## src/rtl/nibble_serial_addsub_pkg.sv

```systemverilog
// nibble_serial_addsub_pkg: shared state encoding and nibble width for the serial adder
package nibble_serial_addsub_pkg;
  typedef enum logic [1:0] {IDLE = 2'd0, RUN = 2'd1, DONE = 2'd2} state_t;
  localparam int NIB_W = 4;
endpackage

```

## src/rtl/nibble_add4.sv

```systemverilog
// nibble_add4: 4-bit adder exposing the carry into bit 3 for signed overflow detection
module nibble_add4 (
  input  logic [3:0] x,
  input  logic [3:0] y,
  input  logic       cin,
  output logic [3:0] s,
  output logic       cout,
  output logic       c3
);
  logic [3:0] lo;
  assign lo = {1'b0, x[2:0]} + {1'b0, y[2:0]} + {3'b0, cin};
  assign c3 = lo[3];
  assign {cout, s} = {1'b0, x} + {1'b0, y} + {4'b0, cin};
endmodule

```

## src/rtl/nibble_serial_addsub.sv

```systemverilog
// nibble_serial_addsub: WIDTH-bit add/subtract computed one nibble per clock, LSB first
module nibble_serial_addsub
  import nibble_serial_addsub_pkg::*;
#(
  parameter  int WIDTH = 8,
  localparam int NNIB  = WIDTH / NIB_W
) (
  input  logic             clk,
  input  logic             rst_n,
  input  logic             start,
  input  logic [WIDTH-1:0] a,
  input  logic [WIDTH-1:0] b,
  input  logic             sub,
  output logic             busy,
  output logic             done,
  output logic [WIDTH-1:0] sum,
  output logic             cout,
  output logic             ovf
);
  localparam int CW = NNIB > 1 ? $clog2(NNIB) : 1;
  state_t           state, state_nxt;
  logic [WIDTH-1:0] a_q, b_q;
  logic             carry;
  logic [CW-1:0]    cnt;
  logic             last, accept;
  logic [3:0]       s;
  logic             c, c3;
  nibble_add4 u_add (
    .x    (a_q[NIB_W*int'(cnt) +: NIB_W]),
    .y    (b_q[NIB_W*int'(cnt) +: NIB_W]),
    .cin  (carry),
    .s    (s),
    .cout (c),
    .c3   (c3)
  );
  assign last   = cnt == CW'(NNIB - 1);
  assign accept = start && state != RUN;
  assign busy   = state == RUN;
  assign done   = state == DONE;
  always_comb begin
    state_nxt = state == RUN ? (last ? DONE : RUN) : (start ? RUN : IDLE);
  end
  always_ff @(posedge clk) begin
    if (!rst_n) begin
      state <= IDLE;
      a_q   <= '0;
      b_q   <= '0;
      carry <= 1'b0;
      cnt   <= '0;
      sum   <= '0;
      cout  <= 1'b0;
      ovf   <= 1'b0;
    end else begin
      state <= state_nxt;
      if (accept) begin
        a_q   <= a;
        b_q   <= sub ? ~b : b;
        carry <= sub;
        cnt   <= '0;
      end else if (state == RUN) begin
        sum[NIB_W*int'(cnt) +: NIB_W] <= s;
        carry <= c;
        cnt   <= cnt + 1'b1;
        if (last) begin
          cout <= c;
          ovf  <= c ^ c3;
        end
      end
    end
  end
endmodule

```

## config.mk

```make
export PLATFORM = sky130hd
export DESIGN_NAME = nibble_serial_addsub
export DESIGN_NICKNAME = d
export VERILOG_FILES = /design/src/rtl/nibble_serial_addsub_pkg.sv /design/src/rtl/nibble_add4.sv /design/src/rtl/nibble_serial_addsub.sv
export SDC_FILE = /design/constraint.sdc
export NUM_CORES = 1
export LEC_CHECK = 0
export BUFFER_PORTS_ARGS = -buffer_cell sky130_fd_sc_hd__buf_2
export CAP_MARGIN = 25
export CORE_MARGIN = 3
export CORE_UTILIZATION = 57
export DETAILED_ROUTE_END_ITERATION = 7
export PLACE_DENSITY = 0.83
export SLEW_MARGIN = 0
export SYNTH_ARGS = -nofsm -noshare
export SYNTH_HDL_FRONTEND = slang
export SYNTH_SLANG_ARGS = --single-unit
```

## constraint.sdc

```tcl
create_clock -name clk -period 5.3 [get_ports clk]
set_input_delay 1.06 -clock clk [delete_from_list [all_inputs] [get_ports clk]]
set_output_delay 1.06 -clock clk [all_outputs]
set_load 0.02 [all_outputs]
```

# Word-level counts from Yosys, hierarchy flattened
# Cells that the tools add are included.
dict set report classes {
  n_addsub 6
  multipliers 0
  div_mod_pow 0
  n_lt_le_gt_ge 0
  n_eq_ne 3
  n_shift 4
  mux 7
  bitwise_logic 4
  n_reduce_logical 5
}
# cell count
set ops {}
lappend ops {{negator 3 -> 33 bit} 1}
lappend ops {{variable shift 4 x 33 -> 8 bit (first input constant)} 1}
lappend ops {{variable part select 4 x 33 -> 8 bit} 1}
lappend ops {{variable part select 8 x 4 -> 4 bit} 2}
lappend ops {{bitwise mux 8 bit} 1}
lappend ops {{two-way mux 8 bit} 1}
lappend ops {{NOT 8 bit} 1}
lappend ops {{adder 4 x 4 -> 5 bit} 1}
lappend ops {{adder 5 x 1 -> 5 bit} 1}
lappend ops {{adder 3 x 3 -> 4 bit} 1}
lappend ops {{adder 4 x 1 -> 4 bit} 1}
lappend ops {{two-way mux 2 bit} 2}
lappend ops {{two-way mux 1 bit} 3}
lappend ops {{AND reduction 3 bit} 1}
lappend ops {{equality test 2 x 1 -> 1 bit (second input constant)} 1}
lappend ops {{equality test 2 bit (second input constant)} 1}
lappend ops {{inequality test 2 x 1 -> 1 bit (second input constant)} 1}
lappend ops {{NOT 1 bit} 2}
lappend ops {{AND reduction 2 bit} 1}
lappend ops {{nonzero test 2 bit} 1}
lappend ops {{OR reduction 2 bit} 1}
lappend ops {{adder 1 bit (second input constant)} 1}
lappend ops {{logical AND 1 bit} 1}
lappend ops {{XOR 1 bit} 1}
dict set report word_totals {
  reg_bits 30
  latch_bits 0
  mem_bits_rw 0
  rom_bits 0
  input_bits 20
  output_inout_bits 12
  elab_cells 37
  n_memories 0
}

# Logic depth before layout (Yosys ltp)
# Gate-level depths: netlist of the first run.
dict set report logic_depth {
  word_depth 5
  mapped_depth 9
  ltp_nobuf 8
}

# Modules after synthesis
# Synthesis of the first run repeated with hierarchy kept, for this count alone.
dict set report hier_totals {
  hier_cells 157
  hier_area_um2 1476.4
}
# mod instances cells_per_inst area_per_inst_um2 seq_area_each_um2
set modules_own_cells {}
lappend modules_own_cells {nibble_serial_addsub 1 140 1330.0 600.6}
lappend modules_own_cells {nibble_add4 1 17 146.4 0.0}

# Worst setup path before layout of the first run
# OpenSTA, ideal clock, no wires.
dict set report synth_path {
  path_kind {flip-flop to flip-flop}
  startpoint {register cnt}
  endpoint {register sum[3]}
  setup_time_ns 0.133
  arrival_time_ns 1.946
  required_time_ns 5.167
  slack_ns 3.220
  stages_incl_launch_ff 8
  n_path_buf 1
  synth_period_minus_slack_ns 2.080
  cell_sequence {dfxtp_1 > buf_2 > mux2_2 > fa_1 > a21o_1 > a21oi_1 > xor2_1 > o22ai_1}
}
dict set report synth_between {
  elab_chain_len 5
  elab_cells_between_ends 8
  cone_classes {add/sub (3); shift (4); mux (1)}
}
# element line_no
set synth_rtl {}
lappend synth_rtl {{from (decl)} nibble_serial_addsub.sv:24} ;# logic [CW-1:0] cnt;
lappend synth_rtl {{from (signal assigned)} nibble_serial_addsub.sv:63} ;# cnt <= cnt + 1'b1;
lappend synth_rtl {{variable part select 8 x 4 -> 4 bit, on equally long branches} {nibble_serial_addsub.sv:29, nibble_serial_addsub.sv:30}}
lappend synth_rtl {{adder 4 x 4 -> 5 bit} nibble_add4.sv:13} ;# assign {cout, s} = {1'b0, x} + {1'b0, y} + {4'b0, cin};
lappend synth_rtl {{adder 5 x 1 -> 5 bit} nibble_add4.sv:13}
lappend synth_rtl {{variable part select 4 x 33 -> 8 bit} nibble_serial_addsub.sv:61} ;# sum[NIB_W*int'(cnt) +: NIB_W] <= s;
lappend synth_rtl {{bitwise mux 8 bit (*)} nibble_serial_addsub.sv:61}
lappend synth_rtl {{to (signal, indexed assignment)} nibble_serial_addsub.sv:61}
lappend synth_rtl {{to (decl)} nibble_serial_addsub.sv:16} ;# output logic [WIDTH-1:0] sum,
# Mark *: on every way between the ends. The rest lies on a longest branch, timed or not.
# A chain may end at the register's enable or synchronous reset.

# Final worst setup path of the first run
dict set report layout_path {
  startpoint {register cnt}
  endpoint {register ovf}
}
dict set report layout_between {
  elab_chain_len 4
  elab_cells_between_ends 8
  cone_classes {add/sub (4); shift (2); bitwise (1); reduce/logical (1)}
}
# element line_no
set layout_rtl {}
lappend layout_rtl {{variable part select 8 x 4 -> 4 bit, on equally long branches} {nibble_serial_addsub.sv:29, nibble_serial_addsub.sv:30}}
lappend layout_rtl {{adder 4 x 4 -> 5 bit or adder 3 x 3 -> 4 bit (tied branches)} {nibble_add4.sv:13, nibble_add4.sv:11}}
lappend layout_rtl {{adder 5 x 1 -> 5 bit or adder 4 x 1 -> 4 bit (tied branches)} {nibble_add4.sv:13, nibble_add4.sv:11}}
lappend layout_rtl {{XOR 1 bit} nibble_serial_addsub.sv:66} ;# ovf <= c ^ c3;
lappend layout_rtl {{to (signal assigned)} nibble_serial_addsub.sv:66}
lappend layout_rtl {{to (decl)} nibble_serial_addsub.sv:18} ;# output logic ovf
# Parallel ways exist; a longest one is shown, timed or not.

==> results.toml, run 1 <==
[status]
outcome = "complete, no violations"

[clock_tree]
insertion_delay_ns = 0.33
cts_made_buffers = 5
post_cts_buffers = 0
cts.sinks = 30
htreeDepth = 2
clk_path_buf_depth = 2
cts_hold_buf = 0
post_cts_resized = 0
cts.root.buffer_cell = "clkbuf_4"
path_clk_slew_ns = 0.09
cts_tree = "built"

[synth]
yosys_warnings = 0
yosys.area.top_type = "dfxtp_1"
syn_inst = 151
yosysSeqAreaShare_pct = 41.6
netlist_area_um2 = 1450
dominantRegCellSynth = "dfxtp_1"
ys_ff_latch = 30
synth_cell_type_count = 28
yosys.area.top_type_share_pct = 41.6
syn_nets = 176
synth_area_leaders = "dfxtp_1 42%, nand2_1 8.8%, o211a_1 7.6%, xnor2_1 5.5%, mux2_2 4.7%"
synth_area_per_cell_um2 = 9.57
async_flop_share_pct = 0
synth_edf_count = 0

[min_path]
hold_class = "flip-flop to flip-flop"
whs_path_depth = 2
whs_endpoint = "a_q[0]"
min-delay-start = "a_q[0]"

[floorplanning]
start_util_pct = 62.9
die-height_um = 56.4
dieArea_um2 = 3180
fp.dieW_um = 56.4
coreArea_um2 = 2300
num_rows = 17
pin_count = 32

[setup_path]
crit_path_end_kind = "flip-flop"
worstRegToRegCells = 8
cp.arrival_ns = 2.54
startpoint = "cnt"
r2r_end = "ovf"
critPathRequiredTime_ns = 5.51
crit_fanout = 13
r2r_setup_slack_ns = 2.96
reg2reg_from = "cnt"
crit_type = "flip-flop to flip-flop"
start_kind = "flip-flop"

[timing]
tightestPinTransition_ns = 0.488
finalCriticalPeriod_ns = 2.34
rsz0062_at_grt = "false"
clock-skew-final_ns = 0.00563
setup_tns_ns = 0
setup_viol = 0
worst_hold_slack_ns = 0.470
hold_viol = 0
finalMaxSlewViolations = 0
slew_headroom_pct = 67.3
fin_crit_sh_pct = 44.1
max_freq_mhz = 428
worst_slack_ns = 2.96

[global_route]
grt_pass1_wl_um = 4640
grt_usage_pct = 19.0
grt_pass1_vias = 1046
grt_overflow = 0
grt_max_degree = 32
antenna_found_initial = 0

[power]
p_comb_share_pct = 19.6
p_clk_share_pct = 26.3
p_leak_uw = 0.000813
p_int_uw = 333
powerDensity_nw_per_um2 = 288
ir_worst_vdd_v = 0.000225
switching_share_pct = 28.5
p_sw_uw = 133
p_seq_share_pct = 54.1

[detailed_routing]
drt-wirelength-per-cell_um = 13.5
route.detailed.drc = 0
ant_nets = 0
drtIter0Drc = 22
first_pass_iters = 5
wirelength_um = 2810
vias = 1117
viasPerCell = 5.37

[placement]
dpl.hpwl_um = 2100
dp_slack_ns = 2.99
gp_congestion = 0.808
placement.io_buffers = 31

[layout]
antennaDiodeCount = 0
area_delta_synth_final_pct = 11.7
fin_nets = 205
drive_above_1_share_pct = 25.0
finalCoreUtilization_pct = 70.3

[job]
maxCapViolations = 0
==> area by class of cell <==
class	count	area [µm²]
clock buffers	7	45.0
fillers	180	683
inverters	5	18.8
multi-input cells	107	759
flip-flops and latches	30	601
well taps	28	35.0
repair buffers	31	155
==> synth_stat cells (2+ instances only) <==
library cell / number
nand2_1: 34
dfxtp_1: 30
o211a_1: 11
xnor2_1: 9
a21boi_0: 7
mux2_2: 6
mux2i_1: 6
a21oi_1: 4
buf_6: 4
inv_1: 4
nor2_1: 4
nor2b_1: 4
a21boi_1: 3
clkbuf_1: 3
ha_1: 3
o21ai_0: 3
buf_2: 2
fa_1: 2
o22ai_1: 2
xor2_1: 2
==> worst max path at each step <==
| stage | to | slack, ns | cells past startpoint |
|---|---|---|---|
| floorplan | sum[3] | 3.22 | 7 |
| global placement | sum[3] | 3.08 | 6 |
| detailed placement | ovf | 2.99 | 8 |
| CTS | ovf | 2.96 | 8 |
| global route | ovf | 2.75 | 8 |
| finish | ovf | 2.96 | 8 |
==> stage by stage <==
step	instance area, µm²	power, µW	cells
final	1610	465	208
after global routing	1610	493	208
after CTS	1610	469	208
after detailed placement	1570	349	201
after global placement	1570	344	201
after floorplan	1450	325	151
==> metal layers <==
metal | track usage [%] | vias up | wire [µm]
met5 | 0 | - | 0
met3 | 6.90 | 10 | 147
li1 | - | 560 | -
met1 | 22.6 | 520 | 1220
met2 | 29.5 | 27 | 1360
met4 | 10.2 | 0 | 89
==> placed cells by master (no fill, tap or decap), drive strengths merged, types with 5 or more instances in the layout <==
cell    instances
mux2i           6
clkbuf          7
dfxtp          30
mux2            6
xnor2           9
nand2          34
a21boi         10
inv             5
o211a          11
buf            31
==> power by group through the flow <==
stage / combinational (µW) / sequential [µW] / clock, µW
after floorplan: 68.3 / 257 / 0
after global placement: 87.5 / 256 / 0
after detailed placement: 91.9 / 257 / 0
after CTS: 92.2 / 252 / 126
after global routing: 102 / 253 / 138
final: 91.3 / 252 / 122
==> sequential cells by signal, indices dropped and copies added, names as in the netlist <==
name and count:
cout 1, cnt 1, carry 1, a_q 8, ovf 1, b_q 8, sum 8, state 2
==> cell families after synthesis <==
family                   share of synthesized area, %
AO/OA/AOI/OAI                                    17.1
XOR/XNOR                                         6.67
adder cells (fa/ha/maj)                          5.37
buffers and inverters                            5.89
flip-flops                                       41.6
multiplexers                                     8.83
AND/OR/NAND/NOR                                  14.5
==> critical path, stage by stage, from the launching register on <==
cell	delay [ns]
dfxtp_1	0.63
mux2_2	0.27
fa_1	0.19
inv_1	0.06
fa_1	0.39
nand2b_1	0.16
a21oi_1	0.26
xor2_1	0.18
a21oi_1	0.08
No activity file was read; power rests on OpenSTA's default activity.
==> inputs of run 2 (changes only) <==
--- a/config.mk
+++ b/config.mk
@@ -5,12 +5,13 @@
 export SDC_FILE = /design/constraint.sdc
 export NUM_CORES = 1
 export LEC_CHECK = 0
+export ABC_AREA = 1
 export BUFFER_PORTS_ARGS = -buffer_cell sky130_fd_sc_hd__buf_2
 export CAP_MARGIN = 25
 export CORE_MARGIN = 3
-export CORE_UTILIZATION = 57
+export CORE_UTILIZATION = 48
 export DETAILED_ROUTE_END_ITERATION = 7
-export PLACE_DENSITY = 0.83
+export PLACE_DENSITY = 0.75
 export SLEW_MARGIN = 0
 export SYNTH_ARGS = -nofsm -noshare
 export SYNTH_HDL_FRONTEND = slang
==> constraint.sdc (replaced) <==
create_clock -name clk -period 2.02 [get_ports clk]
set_input_delay 0.404 -clock clk [delete_from_list [all_inputs] [get_ports clk]]
set_output_delay 0.404 -clock clk [all_outputs]
set_load 0.02 [all_outputs]
==> results.toml, run 2 <==
[status]
outcome = "complete, no violations"

[clock_tree]
insertion_delay_ns = 0.33
cts_made_buffers = 5
post_cts_buffers = 0
cts_hold_buf = 0
clk_path_buf_depth = 2
cts.sinks = 30
path_clk_slew_ns = 0.09
post_cts_resized = 0
cts.root.buffer_cell = "clkbuf_4"
htreeDepth = 2
cts_tree = "built"

[synth]
ys_ff_latch = 30
yosys_warnings = 0
synth_area_leaders = "dfxtp_1 41%, nand2_1 12%, o21ai_0 6.5%, nor2_1 5.7%, xor2_1 5.4%"
synth_cell_type_count = 25
async_flop_share_pct = 0
dominantRegCellSynth = "dfxtp_1"
netlist_area_um2 = 1450
yosysSeqAreaShare_pct = 41.3
syn_inst = 192
yosys.area.top_type_share_pct = 41.3
synth.most_common_cell = "nand2_1"
yosys.area.top_type = "dfxtp_1"
synth_area_per_cell_um2 = 7.57
synth_edf_count = 0
synth_common_cells = "45 x nand2_1, 30 x dfxtp_1, 22 x nor2_1"
syn_nets = 217

[timing]
tightestPinTransition_ns = 0.433
fin_crit_sh_pct = 92.2
setup_viol = 0
max_freq_mhz = 537
setup_tns_ns = 0
hold_viol = 0
clock-skew-final_ns = 0.00675
slew_headroom_pct = 70.8
worst_slack_ns = 0.158
finalCriticalPeriod_ns = 1.86
rsz0062_at_grt = "false"
finalMaxSlewViolations = 0

[detailed_routing]
first_pass_iters = 4
viasPerCell = 4.83
wirelength_um = 2730
top_layer_used = "met4"
route.met3.wl_um = 160
drt-wirelength-per-cell_um = 10.6
drtIter0Drc = 42
wl_met1_um = 1230
route.detailed.drc = 0
vias = 1242
ant_nets = 0
met2WireLength_um = 1280

[setup_path]
worstRegToRegCells = 10
reg2reg_from = "cnt"
startpoint = "cnt"
cp.depth = 10
crit_buf_inv = 3
cp.arrival_ns = 2.11
crit_family = "simple AND/OR/NAND/NOR gates"
slowest_stage = "o21ai_0"
cp_common_cell = "nand3_1"
r2r_setup_slack_ns = 0.16
crit_fanout = 8
crit_type = "flip-flop to flip-flop"
critPathRequiredTime_ns = 2.26
crit_path_end_kind = "flip-flop"
max_stage_delay_ns = 0.38
start_kind = "flip-flop"
r2r_end = "sum[3]"
crit_path_end = "sum[3]"
crit_chain = "buf_4, o21ai_0, inv_1, ha_1, nand3_1, nand3_1, nand2_1, nand3_1, nand2_1, inv_1"

[floorplanning]
pin_count = 32
start_util_pct = 51.3
fp.dieW_um = 61.0
dieArea_um2 = 3720
coreArea_um2 = 2830
die-height_um = 61.0
num_rows = 19

[placement]
gp_congestion = 0.881
dpl.hpwl_um = 2150
placement.io_buffers = 31
dp_slack_ns = 0.0568

[layout]
drive_above_1_share_pct = 24.3
fin_nets = 250
mostFrequentLayoutCell = "nand2_1"
area_delta_synth_final_pct = 15.5
antennaDiodeCount = 0
mostFrequentLayoutCells = "45 x nand2_1, 31 x buf_2, 29 x dfxtp_1, 22 x nor2_1, 18 x o21ai_0"
reg.largest.list = "a_q: 8 flops, b_q: 8 flops, sum: 8 flops"

[min_path]
min-delay-start = "a[6]"
hold_class = "input port to flip-flop"

[power]
p_comb_share_pct = 20.7
p_leak_uw = 0.000818
p_sw_uw = 391
p_int_uw = 906
ir_worst_vdd_v = 0.000422
switching_share_pct = 30.1
p_seq_share_pct = 50.8
powerDensity_nw_per_um2 = 773
p_clk_share_pct = 28.6

[global_route]
antenna_found_initial = 0
grt_pass1_vias = 1103
grt_usage_pct = 17.2
grt_pass1_wl_um = 4530
grt_max_degree = 23
grt_overflow = 0

[job]
maxCapViolations = 0
==> run 2: changes by cell type in the layout (fill, tap and decap cells not counted), moves of 9 or more <==
| cell | previous run | this run |
|---|---|---|
| nor2_1 | 4 | 22 |
| o21ai_0 | 3 | 18 |
| nand2_1 | 34 | 45 |
| o211a_1 | 11 | 0 |
| inv_1 | 4 | 14 |
| a21oi_1 | 4 | 13 |
| xnor2_1 | 9 | 0 |
==> run 2: tightest hold or removal path, cell delays in order <==
cell	delay, ns
buf_2	0.07
o21ai_0	0.07
nor2_1	0.08
==> run 2: worst min-delay path by stage <==
| stage | end | cells past startpoint |
|---|---|---|
| detailed placement | sum[4] | 2 |
| CTS | a_q[6] | 3 |
| floorplan | b_q[0] | 2 |
| global placement | sum[4] | 2 |
| global route | a_q[0] | 3 |
| finish | a_q[6] | 3 |
==> run 2: cell type report <==
cell class | instances | area (µm²)
inverters | 20 | 75.1
well taps | 31 | 38.8
repair buffers | 33 | 170
flip-flops and latches | 30 | 602
fillers | 286 | 1150
clock inverters | 1 | 5.00
clock buffers | 7 | 55.1
multi-input cells | 135 | 732
==> run 2: stage by stage <==
step	total power (µW)	cells	utilization, %	hold WS [ns]	cell area [µm²]
4_1_cts	1320	257	59.3	0.301	1680
3_5_place_dp	943	249	57.1	0.437	1620
3_3_place_gp	940	249	57.1	0.427	1620
5_1_grt	1380	257	59.3	0.335	1680
2_1_floorplan	871	192	-	0.424	1450
6_report	1300	257	59.3	0.316	1680
==> run 2: cells by family (layout without fill, tap and decap cells) <==
| kind of cell | after synthesis | count (layout) | synth area share [%] |
|---|---|---|---|
| AOI/OAI and AO/OA | 38 | 38 | 14.0 |
| DFF | 30 | 30 | 41.3 |
| xor gates and xnor gates | 9 | 9 | 5.43 |
| adders and majority gates | 5 | 5 | 5.34 |
| and+or+nand+nor | 83 | 83 | 25.6 |
| buffers and inverters | 27 | 61 | 8.27 |
==> run 2: power by group through the flow <==
stage	registers (µW)	clock network [µW]	logic (µW)
floorplan	681	0	190
finish	658	371	268
global route	664	405	310
detailed placement	672	0	271
global placement	671	0	269
CTS	659	385	272
==> run 2: metal layers <==
layer / vias up / global-route usage, %
li1: 669 / -
met1: 530 / 19.2
met2: 37 / 28.5
met3: 6 / 6.92
met4: 0 / 8.36
met5: - / 0
